$ cat src/rtl/serial_add_seq.sv
// Bit-serial adder: one full_adder slice shared across all WIDTH bits, LSB first,
// with a registered carry between steps and a one-cycle done pulse per result.

module full_adder (
  input  logic a,
  input  logic b,
  input  logic ci,
  output logic s,
  output logic co
);
  assign s  = a ^ b ^ ci;
  assign co = (a & b) | (ci & (a ^ b));
endmodule

module serial_add_seq #(
  parameter int WIDTH = 8
) (
  input  logic             clk,
  input  logic             rst,
  input  logic             start,
  input  logic [WIDTH-1:0] a,
  input  logic [WIDTH-1:0] b,
  input  logic             cin,
  output logic             busy,
  output logic             done,
  output logic [WIDTH-1:0] sum,
  output logic             cout
);
  localparam int CNT_W = (WIDTH > 1) ? $clog2(WIDTH) : 1;
  localparam logic [CNT_W-1:0] CNT_LAST = CNT_W'(WIDTH - 1);

  typedef enum logic [1:0] {
    IDLE = 2'd0,
    RUN  = 2'd1,
    DONE = 2'd2
  } state_t;

  state_t           state_r, state_nxt_s;
  logic [WIDTH-1:0] a_sh_r, a_sh_nxt_s;
  logic [WIDTH-1:0] b_sh_r, b_sh_nxt_s;
  logic [WIDTH-1:0] acc_r, acc_nxt_s;
  logic             c_r, c_nxt_s;
  logic [CNT_W-1:0] cnt_r, cnt_nxt_s;
  logic             busy_r, busy_nxt_s;
  logic             done_r, done_nxt_s;
  logic [WIDTH-1:0] sum_r, sum_nxt_s;
  logic             cout_r, cout_nxt_s;
  logic             s_bit_s;
  logic             c_bit_s;

  full_adder u_slice (
    .a  (a_sh_r[0]),
    .b  (b_sh_r[0]),
    .ci (c_r),
    .s  (s_bit_s),
    .co (c_bit_s)
  );

  // Next-state and datapath update for the IDLE/RUN/DONE sequencer.
  always_comb begin
    state_nxt_s = state_r;
    a_sh_nxt_s  = a_sh_r;
    b_sh_nxt_s  = b_sh_r;
    acc_nxt_s   = acc_r;
    c_nxt_s     = c_r;
    cnt_nxt_s   = cnt_r;
    busy_nxt_s  = busy_r;
    done_nxt_s  = 1'b0;
    sum_nxt_s   = sum_r;
    cout_nxt_s  = cout_r;
    case (state_r)
      IDLE: begin
        if (start) begin
          a_sh_nxt_s  = a;
          b_sh_nxt_s  = b;
          c_nxt_s     = cin;
          cnt_nxt_s   = {CNT_W{1'b0}};
          busy_nxt_s  = 1'b1;
          state_nxt_s = RUN;
        end else begin
          busy_nxt_s  = 1'b0;
          state_nxt_s = IDLE;
        end
      end
      RUN: begin
        acc_nxt_s  = {s_bit_s, acc_r[WIDTH-1:1]};
        a_sh_nxt_s = {1'b0, a_sh_r[WIDTH-1:1]};
        b_sh_nxt_s = {1'b0, b_sh_r[WIDTH-1:1]};
        c_nxt_s    = c_bit_s;
        cnt_nxt_s  = cnt_r + CNT_W'(1);
        // The final bit step publishes the result straight from the slice.
        if (cnt_r == CNT_LAST) begin
          sum_nxt_s   = {s_bit_s, acc_r[WIDTH-1:1]};
          cout_nxt_s  = c_bit_s;
          done_nxt_s  = 1'b1;
          state_nxt_s = DONE;
        end else begin
          state_nxt_s = RUN;
        end
      end
      DONE: begin
        busy_nxt_s  = 1'b0;
        state_nxt_s = IDLE;
      end
      default: begin
        busy_nxt_s  = 1'b0;
        state_nxt_s = IDLE;
      end
    endcase
  end

  // State and datapath registers; reset discards any in-flight operation.
  always_ff @(posedge clk or posedge rst) begin
    if (rst) begin
      state_r <= IDLE;
      a_sh_r  <= {WIDTH{1'b0}};
      b_sh_r  <= {WIDTH{1'b0}};
      acc_r   <= {WIDTH{1'b0}};
      c_r     <= 1'b0;
      cnt_r   <= {CNT_W{1'b0}};
      busy_r  <= 1'b0;
      done_r  <= 1'b0;
      sum_r   <= {WIDTH{1'b0}};
      cout_r  <= 1'b0;
    end else begin
      state_r <= state_nxt_s;
      a_sh_r  <= a_sh_nxt_s;
      b_sh_r  <= b_sh_nxt_s;
      acc_r   <= acc_nxt_s;
      c_r     <= c_nxt_s;
      cnt_r   <= cnt_nxt_s;
      busy_r  <= busy_nxt_s;
      done_r  <= done_nxt_s;
      sum_r   <= sum_nxt_s;
      cout_r  <= cout_nxt_s;
    end
  end

  assign busy = busy_r;
  assign done = done_r;
  assign sum  = sum_r;
  assign cout = cout_r;
endmodule

$ cat config.mk
export PLATFORM = sky130hd
export DESIGN_NAME = serial_add_seq
export DESIGN_NICKNAME = d
export VERILOG_FILES = /design/src/rtl/serial_add_seq.sv
export SDC_FILE = /design/constraint.sdc
export NUM_CORES = 1
export LEC_CHECK = 0
export ABC_AREA = 0
export ABC_CLOCK_PERIOD_IN_PS = 1830
export BUFFER_PORTS_ARGS = -buffer_cell sky130_fd_sc_hd__buf_2
export CAP_MARGIN = 5
export CORE_AREA = 2 2 73 54
export DETAILED_ROUTE_END_ITERATION = 10
export DIE_AREA = 0 0 75 56
export PLACE_DENSITY = 0.75
export SYNTH_ARGS = -nofsm -noshare
export SYNTH_HDL_FRONTEND = slang
export SYNTH_SLANG_ARGS = --single-unit
export TNS_END_PERCENT = 50
$ cat constraint.sdc
create_clock -name clk -period 1.83 [get_ports clk]
set_input_delay 0.366 -clock clk [delete_from_list [all_inputs] [get_ports clk]]
set_output_delay 0.366 -clock clk [all_outputs]
set_load 0.01 [all_outputs]
==> flow_metrics.py <==
metrics = {
    "cells_and_area": {
        "drive_gt1_share_pct": 37.93,
        "areaGrowthSynthToFinish_pct": 13.38,
        "final_common_cell": "dfrtp_1",
        "instances_no_fill": 224,
        "n_antenna_cell": 0,
        "fin_area_um2": 2121,
        "fin_nets": 197,
        "layout_common_cells": "dfrtp_1 (39), buf_2 (30), inv_1 (13), nor4b_1 (11)",
    },
    "sta": {
        "fmax_mhz": 655.8,
        "timing.hold.ws_ns": 0.1753,
        "hold_viol_final": 0,
        "fin_setup_tns_ns": 0,
        "finalSetupViolCount": 0,
        "slew_headroom_pct": 68.00,
        "finalCritPeriodShare_pct": 83.32,
        "clock_skew_ns": 0.007191,
        "slew_viol_final": 0,
        "period_needed_ns": 1.525,
        "rsz0062_at_grt": "no",
        "worstMarginPinSlew_ns": 0.4800,
    },
    "power_and_ir_drop": {
        "peakVddDrop_v": 0.0008924,
        "p_leak_nw": 1.018,
        "power.total_mw": 3.563,
        "powerDensity_nw_per_um2": 1680,
    },
    "die": {
        "start_util_pct": 54.28,
        "rows": 18,
        "ios": 31,
        "core_um2": 3446,
        "die_y_um": 56,
        "die_w_um": 75,
        "die_area_um2": 4200,
    },
    "drt": {
        "dr.pass1.iters": 4,
        "antenna_left": 0,
        "vias": 1251,
        "drt_iter0_drc": 62,
        "vias_per_cell": 5.585,
        "wire_per_inst_um": 15.98,
        "totalWireLength_mm": 3.580,
        "drc": 0,
    },
    "clock_network": {
        "hold_buffers": 0,
        "cts_buffer_depth": 2,
        "clock_sinks": 39,
        "clk_latency_ns": 0.29,
        "cts_root_buf": "clkbuf_8",
        "cts_buffers": 5,
        "post_cts_buffers": 0,
        "tritoncts": "done",
        "path_clk_slew_ns": 0.07,
        "h-tree-depth": 2,
        "post_cts_resize_count": 0,
    },
    "placement": {
        "io_buffer_count": 30,
        "place_inst": 217,
        "placed_area_um2": 2033,
        "dp_hpwl_mm": 2.430,
        "place_congestion": 0.7192,
    },
    "synthesis": {
        "yosysUniqueCellTypes": 28,
        "syn_inst": 144,
        "syn-num-nets": 167,
        "syn_area_per_cell_um2": 12.99,
        "yosysSeqAreaShare_pct": 52.17,
        "netlist_top_cells_area": "dfrtp_1 (52%), mux2_4 (7.2%), nor4b_1 (5.2%)",
        "yosysWarnings": 0,
        "ys_ff_latch": 39,
        "netlist_area_um2": 1871,
        "yosys.area.top_type": "dfrtp_1",
        "yosysTopAreaCellShare_pct": 52.17,
    },
    "grt": {
        "antenna_found_initial": 0,
        "grt_use_total_pct": 20.08,
        "grt_overflow": 0,
        "grt_pass1_vias": 1276,
        "grt_max_degree": 40,
        "grt_pass1_wl_mm": 6.230,
    },
    "setup_path": {
        "worstSetupPathType": "flip-flop to flip-flop",
        "critPathLaunchType": "flip-flop",
        "endpoint_kind": "flip-flop",
        "crit_path_max_fanout": 10,
        "cp.arrival_ns": 1.70,
        "cp.required_ns": 2.01,
    },
    "run": {
        "maxCapViolCount": 0,
    },
    "run_status": {
        "status": "complete, no violations",
    },
    "min_path": {
        "worstHoldPathType": "input pin to async pin",
    },
}
[logic make-up after synthesis]
kind of cell / synth area share (%)
flops: 52.17
simple gates: 13.65
buf+inv: 8.361
compound gates: 11.44
mux: 11.97
fa+ha+maj: 2.408
[flip-flops by register name, summed over array words and instances, names as in the netlist]
register and count:
a_sh_r 8, b_sh_r 8, sum 8, acc_r 7, cnt_r 3, busy 1
c_r 1, cout 1, done 1, state_r 1
[routing by layer]
layer / part of all wire, % / global-route usage [%] / up-vias / routed length, um
met5: 0 / 0 / - / 0
met2: 46 / 29.57 / 39 / 1649
met4: 1.6 / 9.184 / 0 / 59
li1: - / - / 582 / -
met1: 46 / 27.66 / 624 / 1662
met3: 5.8 / 5.072 / 6 / 209
[worst max-delay path, cell delays in order (launching register included)]
cell and delay [ns]:
dfrtp_1 0.39, ha_1 0.20, ha_1 0.18, nand3b_1 0.09
buf_4 0.23, mux2_4 0.32
[Yosys cell counts]
master,number
a211oi_1,1
o21bai_4,1
nand3b_1,1
dfrtp_1,39
fa_1,1
a221oi_1,10
or4b_1,4
buf_4,2
o221a_2,4
nor2_1,10
mux2_4,9
buf_6,6
a22o_1,2
nor4bb_1,2
buf_2,5
nand2_1,1
a21oi_1,2
mux2_2,7
ha_1,2
nand2b_2,1
inv_1,13
a211o_1,2
nand2b_1,2
mux2i_1,1
o21ba_2,1
nor3b_1,3
nor4b_1,11
nor2b_1,1
[cell type report]
type	count	area, um2
flip-flops and latches	39	975.9
multi-input cells	79	738.2
repair buffers	36	207.7
clock inverters	1	5.005
clock buffers	6	82.58
fillers	274	1325
well taps	50	62.56
inverters	13	48.80
[power breakdown]
| group | internal (mW) | total [mW] | switching (mW) |
|---|---|---|---|
| sequential | 1.28 | 1.55 | 0.270 |
| combinational | 0.783 | 1.42 | 0.637 |
| clock | 0.296 | 0.590 | 0.294 |
| total | 2.36 | 3.56 | 1.20 |
[metrics by stage]
| stage | setup WS [ns] | util [%] |
|---|---|---|
| 2_1_floorplan | 0.4180 | - |
| 3_3_place_gp | 0.3552 | 59.01 |
| 3_5_place_dp | 0.3048 | 59.01 |
| 4_1_cts | 0.2952 | 61.55 |
| 5_1_grt | 0.2452 | 61.55 |
| 6_report | 0.3052 | 61.55 |
[worst paths after layout]
path | to | depth (start not counted) | slack, ns | startpoint
setup reg to reg | sum[3] | 5 | 0.31 | cnt_r[0]
hold reg to reg | cnt_r[0] | 1 | 0.48 | cnt_r[0]
min in group clk | a_sh_r[6] | 3 | 0.43 | a[6]
max in group asynchronous | sum[1] | 3 | 1.32 | rst
setup / recovery | sum[3] | 5 | 0.31 | cnt_r[0]
hold / removal | c_r | 3 | 0.18 | rst
(Power assumes the default switching activity.)
